<file path="src/rtl/alu_seq_pkg.sv">
// Shared opcode and FSM state definitions for the registered ALU and the control FSM decoder.
package alu_seq_pkg;

  localparam int ALU_OP_W = 4;

  typedef enum logic [ALU_OP_W-1:0] {
    OP_PASS = 4'd0,
    OP_XOR  = 4'd1,
    OP_AND  = 4'd2,
    OP_OR   = 4'd3,
    OP_ADD  = 4'd4,
    OP_ADC  = 4'd5,
    OP_SUB  = 4'd6,
    OP_SBC  = 4'd7,
    OP_RLC  = 4'd8,
    OP_RRC  = 4'd9,
    OP_MUL  = 4'd10
  } alu_op_e;

  typedef enum logic {
    IDLE = 1'b0,
    MUL  = 1'b1
  } state_e;

endpackage

</file>
<file path="src/rtl/alu_mul_iter.sv">
// Shift-add multiplier datapath: one multiplier bit per step, product ready on the last step.
module alu_mul_iter
  import alu_seq_pkg::*;
#(
  parameter int WIDTH = 8
) (
  input  logic               clk,
  input  logic               reset_n,
  input  logic               load,
  input  logic               step,
  input  logic [WIDTH-1:0]   a,
  input  logic [WIDTH-1:0]   b,
  output logic [2*WIDTH-1:0] prod_next,
  output logic               last
);

  localparam int CNT_W = $clog2(WIDTH) + 1;

  logic [WIDTH-1:0]   mcand;
  logic [2*WIDTH-1:0] prod;
  logic [CNT_W-1:0]   cnt;
  logic [WIDTH:0]     partial;

  // Upper half accumulates the multiplicand when the current multiplier bit is set,
  // then the whole product shifts right so the next multiplier bit lands in bit 0.
  always_comb begin
    partial   = {1'b0, prod[2*WIDTH-1:WIDTH]} + {1'b0, (prod[0] ? mcand : {WIDTH{1'b0}})};
    prod_next = {partial, prod[WIDTH-1:1]};
    last      = (cnt == CNT_W'(WIDTH - 1));
  end

  always_ff @(posedge clk or negedge reset_n) begin
    if (!reset_n) begin
      mcand <= '0;
      prod  <= '0;
      cnt   <= '0;
    end else if (load) begin
      mcand <= a;
      prod  <= {{WIDTH{1'b0}}, b};
      cnt   <= '0;
    end else if (step) begin
      prod <= prod_next;
      cnt  <= cnt + 1'b1;
    end
  end

endmodule

</file>
<file path="src/rtl/alu_seq.sv">
// Registered ALU with start/done handshake; define ALU_SEQ_MUL_EN to add the iterative
// unsigned multiply on opcode 10 (otherwise opcode 10 passes B through in one cycle).
module alu_seq
  import alu_seq_pkg::*;
#(
  parameter int WIDTH = 8
) (
  input  logic             clk,
  input  logic             reset_n,
  input  logic             start,
  input  logic [3:0]       I,
  input  logic [WIDTH-1:0] A,
  input  logic [WIDTH-1:0] B,
  input  logic             Cin,
  output logic             busy,
  output logic             done,
  output logic [WIDTH-1:0] S,
  output logic [WIDTH-1:0] S_hi,
  output logic             Cout,
  output logic             Z,
  output logic             V
);

  localparam int MSB = WIDTH - 1;

  alu_op_e          op;
  logic             accept;
  logic [WIDTH:0]   wide;
  logic [WIDTH-1:0] sc_s;
  logic             sc_cout;
  logic             sc_v;
  logic             upd;
  logic [WIDTH-1:0] nxt_s;
  logic [WIDTH-1:0] nxt_hi;
  logic             nxt_cout;
  logic             nxt_v;

  assign op     = alu_op_e'(I);
  assign accept = start && !busy;

  // Single-cycle results straight from the live inputs; they are registered at the accepting edge.
  always_comb begin
    wide    = '0;
    sc_s    = B;
    sc_cout = 1'b0;
    sc_v    = 1'b0;
    case (op)
      OP_XOR: sc_s = A ^ B;
      OP_AND: sc_s = A & B;
      OP_OR:  sc_s = A | B;
      OP_ADD, OP_ADC: begin
        wide    = {1'b0, A} + {1'b0, B} + {{WIDTH{1'b0}}, Cin && (op == OP_ADC)};
        sc_s    = wide[WIDTH-1:0];
        sc_cout = wide[WIDTH];
        sc_v    = (A[MSB] == B[MSB]) && (wide[MSB] != A[MSB]);
      end
      OP_SUB, OP_SBC: begin
        wide    = {1'b0, A} - {1'b0, B} - {{WIDTH{1'b0}}, Cin && (op == OP_SBC)};
        sc_s    = wide[WIDTH-1:0];
        sc_cout = wide[WIDTH];
        sc_v    = (A[MSB] != B[MSB]) && (wide[MSB] != A[MSB]);
      end
      OP_RLC: begin
        sc_s    = {A[WIDTH-2:0], Cin};
        sc_cout = A[MSB];
      end
      OP_RRC: begin
        sc_s    = {Cin, A[WIDTH-1:1]};
        sc_cout = A[0];
      end
      default: ;
    endcase
  end

`ifdef ALU_SEQ_MUL_EN
  state_e             state;
  logic               mul_load;
  logic               mul_step;
  logic               mul_last;
  logic [2*WIDTH-1:0] mul_prod;

  assign busy     = (state == MUL);
  assign mul_load = accept && (op == OP_MUL);
  assign mul_step = (state == MUL);

  alu_mul_iter #(.WIDTH(WIDTH)) u_mul (
    .clk       (clk),
    .reset_n   (reset_n),
    .load      (mul_load),
    .step      (mul_step),
    .a         (A),
    .b         (B),
    .prod_next (mul_prod),
    .last      (mul_last)
  );

  always_ff @(posedge clk or negedge reset_n) begin
    if (!reset_n) begin
      state <= IDLE;
    end else if (mul_load) begin
      state <= MUL;
    end else if (mul_step && mul_last) begin
      state <= IDLE;
    end
  end

  // The multiply completes on its last step; otherwise an accepted non-MUL op completes at once.
  always_comb begin
    upd      = accept && (op != OP_MUL);
    nxt_s    = sc_s;
    nxt_hi   = '0;
    nxt_cout = sc_cout;
    nxt_v    = sc_v;
    if (mul_step && mul_last) begin
      upd      = 1'b1;
      nxt_s    = mul_prod[WIDTH-1:0];
      nxt_hi   = mul_prod[2*WIDTH-1:WIDTH];
      nxt_cout = |mul_prod[2*WIDTH-1:WIDTH];
      nxt_v    = 1'b0;
    end
  end
`else
  assign busy = 1'b0;

  always_comb begin
    upd      = accept;
    nxt_s    = sc_s;
    nxt_hi   = '0;
    nxt_cout = sc_cout;
    nxt_v    = sc_v;
  end
`endif

  // Result registers hold until the next completion; done pulses for each completion.
  always_ff @(posedge clk or negedge reset_n) begin
    if (!reset_n) begin
      done <= 1'b0;
      S    <= '0;
      S_hi <= '0;
      Cout <= 1'b0;
      V    <= 1'b0;
      Z    <= 1'b1;
    end else begin
      done <= upd;
      if (upd) begin
        S    <= nxt_s;
        S_hi <= nxt_hi;
        Cout <= nxt_cout;
        V    <= nxt_v;
        Z    <= (nxt_s == '0) && (nxt_hi == '0);
      end
    end
  end

endmodule
</file>
<file path="config.mk">
export PLATFORM = sky130hd
export DESIGN_NAME = alu_seq
export DESIGN_NICKNAME = d
export VERILOG_FILES = /design/src/rtl/alu_seq_pkg.sv /design/src/rtl/alu_mul_iter.sv /design/src/rtl/alu_seq.sv
export SDC_FILE = /design/constraint.sdc
export NUM_CORES = 1
export LEC_CHECK = 0
export CORE_MARGIN = 2
export CORE_UTILIZATION = 30
export DETAILED_ROUTE_END_ITERATION = 12
export GPL_ROUTABILITY_DRIVEN = 0
export PLACE_DENSITY_LB_ADDON = 0.15
export SETUP_SLACK_MARGIN = 0.3
export SYNTH_ARGS = -nofsm -noshare
export SYNTH_HDL_FRONTEND = slang
export SYNTH_SLANG_ARGS = --single-unit
export TNS_END_PERCENT = 5
</file>
<file path="constraint.sdc">
create_clock -name clk -period 1.3 [get_ports clk]
set_input_delay 0.39 -clock clk [delete_from_list [all_inputs] [get_ports clk]]
set_output_delay 0.39 -clock clk [all_outputs]
set_load 0.005 [all_outputs]
</file>
-- Yosys cells after proc, flatten, opt, wreduce, memory -nomap -nowiden
Cells that the tools add are included.
- bits of input ports: 24
- logic and storage cells: 35
- output and inout port bits: 21
- bits in registers: 12
- equality and inequality tests: 13
- muxes and demuxes: 3
- bitwise operators: 3
- reduce and logical (&&, ||, !) cells: 7
- add/sub/neg operators: 4
- operator list (cell ; count):
    $pmux 8 s7 ; 1
    $eq 4x3->1 const B ; 4
    $add 8x8->9 ; 1
    $add 9x1->9 ; 1
    $sub 8x8->9 ; 1
    $sub 9x1->9 ; 1
    $and 8x8->8 ; 1
    $eq 4x2->1 const B ; 2
    $eq 4x4->1 const B ; 2
    $logic_not 8->1 ; 1
    $or 8x8->8 ; 1
    $xor 8x8->8 ; 1
    $eq 4x1->1 const B ; 1
    $logic_and 1x1->1 ; 4
    $pmux 1 s4 ; 1
    $reduce_or 2->1 ; 2
    $ne 1x1->1 ; 3
    $pmux 1 s2 ; 1
    $eq 1x1->1 ; 1

-- Depth between registers and ports, before layout
- depth after elaboration: 6
- depth in mapped cells: 14
- gate-level depth less buffers: 13

-- Worst setup path after synthesis
OpenSTA, ideal clock, no wires.
- path kind: input-to-reg
- start: input I[1]
- end: register Z
- required time: 1.211 ns
- setup slack: -2.062 ns
- path buffers: 1
- library setup time: 0.089 ns
- cell stages on the path: 13
- arrival time: 3.273 ns
- path through: buf_6 nand2b_1 nor2_1 nand3_1 fa_1 fa_1 o21a_1 or3_1 nand3_1 o211ai_2 and2_0 a2111o_1 o32ai_2
- word-level cells in the longest chain between the ends: 5
- elaborated cells on any way between the ends: 17
- classes of those cells: 2 x add/sub; 9 x eq/ne; 1 x mux; 5 x reduce/logical
- ends and longest elaborated chain (item ; line ; RTL):
    from (decl) ; alu_seq.sv:11 ; input logic [3:0] I,
    $eq 4x3->1 (on tied branches) ; -- ;
    $logic_and 1x1->1 (on tied branches) ; alu_seq.sv:58, alu_seq.sv:52 ;
    $sub 9x1->9 / $add 9x1->9 (equally long branches) ; alu_seq.sv:58, alu_seq.sv:52 ;
    $pmux 8 s7 (*) ; alu_seq.sv:47 ; case (op)
    $logic_not 8->1 (*) ; alu_seq.sv:150 ; Z <= (nxt_s == '0) && (nxt_hi == '0);
    to (signal assigned) ; alu_seq.sv:150 ;
    to (decl) ; alu_seq.sv:20 ; output logic Z,
Mark *: on every way between the ends. The rest lies on a longest branch, timed or not.
A chain may end at the register's enable or synchronous reset.

-- Worst setup path after layout
- start: input I[3]
- end: register Z
Same word-level chain as after synthesis.

==> flow_metrics.env <==
export IMPL_syn_to_final_growth_pct=56.70
export IMPL_violations="setup timing"
export IMPL_period_share_pct=224.6
export IMPL_fillCellCount=710
export IMPL_clkSinkCount=12
export IMPL_min_period_ns=2.920
export IMPL_crit_type="in2reg"
export IMPL_worst_setup_path_end_kind="flip-flop"
export IMPL_seq_area_frac_synth_pct=13.75
export IMPL_synthFlopType="dfrtp_1"
export IMPL_reg2reg_slack_ns=0.48
export IMPL_p_seq_share_pct=20.4
export IMPL_synth_area_top_cells="ha_1 (17%), dfrtp_1 (13%), inv_1 (5.3%)"
export IMPL_vias=2388
export IMPL_maxSlewViolCount=0
export IMPL_tritoncts="built"
export IMPL_clock_fmax_mhz=342.5
export IMPL_die_area_mm2=0.008011
export IMPL_final_util_pct=47.90
export IMPL_postSynthCellCount=276
export IMPL_r2r_start="S[3]"
export IMPL_ios=45
export IMPL_swShare_pct=36.53
export IMPL_nets=453
export IMPL_powerDensity_mw_per_mm2=642.4
export IMPL_routed_wl_um=7011
export IMPL_start_kind="input pin"
export IMPL_setup_viol=11
export IMPL_required_ns=1.45
export IMPL_r2r_end="S[3]"
export IMPL_synth_common_cells="inv_1 (31), ha_1 (30), o21ai_0 (19)"
export IMPL_intPower_mw=1.402
export IMPL_clk_latency_ns=0.24
export IMPL_cp_arrival_ns=3.07
export IMPL_syn_area_mm2=0.002193
export IMPL_antenna_found_initial=0
export IMPL_synth_distinct_cells=56
export IMPL_synth_top_area_share_pct=17.11
export IMPL_dp_cells=483
export IMPL_fin_cells=493
export IMPL_yosysWarnings=0
export IMPL_fin_hold_ws_ns=0.3739
export IMPL_grtUsageTotal_pct=18.05
export IMPL_vdd_ir_drop_max_mv=0.2451
export IMPL_design_area_mm2=0.003437
export IMPL_multi_input_area_mm2=0.001859
export IMPL_reg2reg_depth=2
export IMPL_status="finished, violations left"
export IMPL_drt_initial_drc_count=105
export IMPL_floorplan_initialDensity_pct=30.57
export IMPL_drc=0
export IMPL_drv_cap=0
export IMPL_hpwlAfterDp_um=5716
export IMPL_leakage_nw=1.612
export IMPL_dieHeight_um=89.51
export IMPL_postSynth_asyncResetShare_pct=100.0
export IMPL_antennaDiodeCount=0
export IMPL_h_tree_depth=1
export IMPL_clk_root_buffer_cell="clkbuf_8"
export IMPL_avgViaCountPerCell=4.844
export IMPL_hold_path_class="in2async"
export IMPL_place_area_mm2=0.003217
export IMPL_synth_edf_count=0
export IMPL_grt_pass1_vias=2338
export IMPL_critPathMaxFanout=3
export IMPL_ff_latch_area_um2=301.5
export IMPL_numCtsBuffers=3
export IMPL_avgSynthCellArea_um2=7.947
export IMPL_dr_pass1_iters=4
export IMPL_core_region_area_mm2=0.007176
export IMPL_overflow=0
export IMPL_die_x_um=89.51
export IMPL_p_switching_mw=0.8065
export IMPL_yosysTopAreaCell="ha_1"
export IMPL_clk_pin_slew_ns=0.05
export IMPL_synth_most_common_cell="inv_1"
export IMPL_pwr_share_comb_pct=61.8
export IMPL_detail_route_antenna_nets=0
export IMPL_hold_viol_final=0
export IMPL_setup_slack_ns=-1.620
export IMPL_finalClockSkew_ns=0
export IMPL_drive_above_1_share_pct=40.10
export IMPL_wl_per_cell_um=14.22
export IMPL_grt_first_pass_wirelength_um=11410
export IMPL_ys_ff_latch=12
export IMPL_cts_buffer_depth=2
export IMPL_rsz0062_at_grt="yes"
export IMPL_fp_row_count=31
export IMPL_io_buffers=35
export IMPL_grt_max_degree=22
export IMPL_p_clk_share_pct=17.8
export IMPL_place_ws_ns=-2.310
## cells by family (layout without fill, tap and decap cells)
kind of cell / count (synthesis) / after routing / synth area share, %
compound gates: 84 / 84 / 26.07
simple gates: 68 / 68 / 16.26
buf+inv: 51 / 161 / 11.75
fa+ha+maj: 34 / 34 / 20.76
xor+xnor: 13 / 13 / 5.191
mux: 13 / 13 / 6.047
flops: 12 / 12 / 13.75
other cells: 1 / 9 / 0.1710
## cell type report
cell class	count	area share (%)
timing repair buffer	126	28.47
clock buffer	4	1.602
inverter	31	3.458
tap	99	3.604
multi-input combinational	221	54.10
sequential	12	8.773
## metal layers
| metal | global-route usage, % | vias up | part of all wire (%) |
|---|---|---|---|
| li1 | - | 1202 | - |
| met1 | 24.86 | 1121 | 47 |
| met2 | 31.18 | 61 | 49 |
| met3 | 1.847 | 4 | 4.3 |
| met4 | 2.442 | 0 | 0.53 |
| met5 | 0 | - | 0 |
## sequential cells by signal, indices dropped and copies added (netlist names)
name	flops
S	8
Cout	1
V	1
done	1
Z	1
## worst max path at each step
| stage | startpoint | to |
|---|---|---|
| finish | I[3] | Z |
| global route | I[3] | Z |
| CTS | I[3] | Z |
| detailed placement | I[3] | Z |
| global placement | I[3] | Z |
| floorplan | I[1] | Z |
## through the flow
step | TNS [ns] | power, mW
floorplan | -14.19 | 1.132
global placement | -21.05 | 1.748
detailed placement | -21.19 | 1.746
CTS | -14.01 | 2.170
global route | -15.06 | 2.387
finish | -13.72 | 2.208
## power groups by stage
stage	Combinational (mW)	Clock [mW]	Sequential, mW
after global routing	1.51	0.420	0.457
after floorplan	0.671	0	0.460
final	1.36	0.394	0.450
after global placement	1.29	0	0.456
after detailed placement	1.29	0	0.459
after CTS	1.31	0.411	0.451
## placed cells by master (no fill, tap or decap), drive strengths merged, types with 9 or more instances in the layout
master,count
a21oi,16
buf,106
clkdlybuf4s50,15
conb,9
dfrtp,11
ha,30
inv,31
mux2i,11
nand2,10
nor2,18
o21ai,20
o22ai,9
## timing repair
item | in CTS | in global routing
hold buffers | 0 | 0
cloned | 0 | 0
pin swaps | 29 | 8
setup buffers | 6 | 0
resized for setup | 93 | 19
setup endpoints to repair | 24 | 24
## critical path: stages
cell and delay, ns:
buf_8 0.10, nand2b_4 0.14, nor2_4 0.09, nand3_2 0.08, fa_2 0.39, fa_2 0.40
o21a_1 0.19, or3_1 0.32, nand3_2 0.08, o211ai_2 0.12, and2_1 0.16, a2111o_1 0.40
o32ai_2 0.20
(Power assumes the default switching activity.)
==> variant (same settings) <==
Register the output `Cout` once more; this adds one clock of latency there. The other outputs are not delayed to match.
--- a/src/rtl/alu_seq.sv
+++ b/src/rtl/alu_seq.sv
@@ -24,2 +24,4 @@
   localparam int MSB = WIDTH - 1;
+
+  logic Cout_s0;
 
@@ -139,3 +141,3 @@
       S_hi <= '0;
-      Cout <= 1'b0;
+      Cout_s0 <= 1'b0;
       V    <= 1'b0;
@@ -147,3 +149,3 @@
         S_hi <= nxt_hi;
-        Cout <= nxt_cout;
+        Cout_s0 <= nxt_cout;
         V    <= nxt_v;
@@ -154,2 +156,6 @@
 
+  always_ff @(posedge clk) begin
+    Cout <= Cout_s0;
+  end
+
 endmodule
Check against the original RTL: not equivalent (Yosys sat finds a counterexample within 4 cycles, from zero or initial values and one cycle with reset_n low).
==> variant against the unedited design <==
- the run still ends with setup timing left
- total power is 2.6% higher
- sequential power is 8.7% higher
- synthesized cell count is 2.9% higher
- cell count is 3.2% higher
- register-to-register slack better by 0.05 ns
- setup slack better by 0.20 ns
- sequential cell count is 1 higher
- sequential share of layout area is 0.19 points higher
- global-route usage is 0.41 points higher
- highest routed layer unchanged
- routed wire length is 7.5% higher
- critical endpoint unchanged
- synthesized area is 5.9% higher
- cell area is 4.8% higher
==> variant: results (changes against the unedited design) <==
| Metric | Value |
|---|---|
| Routed len/inst | `14.81 um (+4.1%)` |
| Multi-input comb cells | `230 (+4.1%)` |
| Number of global-route vias before repair | `2511 (+7.4%)` |
| Commonest cells in the netlist | `ha_1 (30), inv_1 (26), nor2_1 (20)` |
| Worst hold-check path type | `flop to flop` |
| First-pass GRT wire length | `12530 um (+9.9%)` |
| Met1 Resource Use GR | `25.08% (+0.21 points)` |
| Nets | `466 (+2.9%)` |
| DRT iter0 DRCs | `169 (+61%)` |
| Power density cells | `629.2 nW/um^2 (-2.1%)` |
| Post-Synth Adder-Cell Area | `19.60% (-1.2 points)` |
| Worst slack at placement | `-2.299 ns (+0.01103 ns)` |
| Layout cells sized above 1 | `42.01% (+1.9 points)` |
| Cell variety after synth | `67 (+20%)` |
| Status | `complete, but fails checks` |
| GRT Overall Usage | `18.46% (+0.41 points)` |
| Largest cells by area after synthesis | `ha_1 (16%), dfrtp_1 (12%), buf_4 (4.8%), inv_1 (4.2%), fa_1 (3.4%)` |
| Mux contribution to synthesized area | `6.408% (+0.36 points)` |
| Post-DP Area | `3383 um^2 (+5.2%)` |
| Fin Setup TNS | `-13.16 ns (+0.5694 ns)` |
| Mean post-synth cell area | `8.181 um^2 (+2.9%)` |
| Share of synthesized flip-flops with an asynchronous set or reset | `92.31% (-7.7 points)` |
| TritonRoute pass-1 iters | `4 (unchanged)` |
| Final setup viols | `11 (unchanged)` |
| DP HPWL | `6020 um (+5.3%)` |
| Sequential area share after synthesis | `13.84% (+0.092 points)` |
| Largest net degree at the start of global routing | `32 (+45%)` |
| Placed instance count | `498 (+3.1%)` |
| Seq Cell Count | `13 (+1)` |
| Violated checks | `setup timing` |
| Clock Skew | `0.0001517 ns (+0.0001517 ns)` |
| Reg area | `322.8 um^2 (+7.1%)` |
| Final non-clock buffer share | `28.39% (-0.080 points)` |
| Signal inverters | `26 (-16%)` |
| Main synth FF type | `dfrtp_1` |
| Non-clk bufs | `134 (+6.3%)` |
| Final clock-cell share | `1.251% (-0.35 points)` |
| Vias/cell | `4.916 (+1.5%)` |
| Fill cells | `762 (+7.3%)` |
| PnR worst setup slack | `-1.417 ns (+0.2031 ns)` |
| Post-synthesis compound-gate area fraction | `23.16% (-2.9 points)` |
| Leak Pwr | `1.659 nW (+2.9%)` |
| Fraction of area in multi-input gates | `55.14% (+1.0 points)` |
| Met2 Use GR | `32.97% (+1.8 points)` |
| Synth Area in XOR/XNOR | `3.016% (-2.2 points)` |
| Routed WL | `7537 um (+7.5%)` |
| Maximum vdd drop | `282.5 uV (+15%)` |
| # clk buffers | `4 (unchanged)` |
| Worst path arrival time | `2.86 ns (-0.21 ns)` |
| Met3 GRT Util | `0.8217% (-1.0 points)` |
## variant: cell types whose count changed after synthesis, sizes merged, moves of 5 or more
cell | before | now
inv | 31 | 26
mux2 | 2 | 7
nor2b | 7 | 12
o21ai | 20 | 11
## variant: metal layers
metal  vias up  routed length (um)
met5         -                   0
met4         0                  27
met3         4                 352
met2        74                3658
met1      1162                3499
li1       1262                   -
## variant: logic make-up after synthesis
group / Yosys count
multiplexers: 14
AO/OA/AOI/OAI: 72
AND/OR/NAND/NOR: 93
adder cells (fa/ha/maj): 34
buffers and inverters: 49
XOR/XNOR: 8
flip-flops: 13
other: 1
## variant: worst max-delay path, delay by kind of cell
kind | cells | cell delay (ns)
fa+ha+maj | 2 | 0.77
buf+inv | 1 | 0.10
simple gates | 2 | 0.23
xor+xnor | 1 | 0.17
compound gates | 4 | 1.21
## variant: power by group
group,switching (mW),leakage [nW],internal [mW]
clock,0.135,0.0228,0.216
sequential,0.0261,0.149,0.463
combinational,0.662,1.49,0.764
total,0.823,1.66,1.44
## variant: worst paths after layout
path / start / endpoint / slack, ns / cells after the start
setup / recovery: I[3] / Z$_DFFE_PN1P_ / -1.42 / 10
hold / removal: Cout_s0$_DFFE_PN0P_ / Cout$_DFF_P_ / 0.39 / 0
max in group asynchronous: reset_n / Z$_DFFE_PN1P_ / 0.63 / 2
setup reg to reg: Z$_DFFE_PN1P_ / Z$_DFFE_PN1P_ / 0.53 / 2
min in group asynchronous: reset_n / S[2]$_DFFE_PN0P_ / 0.45 / 2
hold reg to reg: Cout_s0$_DFFE_PN0P_ / Cout$_DFF_P_ / 0.39 / 0
## variant: what timing repair did
action | in CTS | in global routing
hold endpoints to repair | 0 | 0
gates cloned | 0 | 0
setup buffers | 7 | 0
gates resized for setup | 117 | 7
pin swaps | 11 | 4
endpoints found under the setup margin | 24 | 23
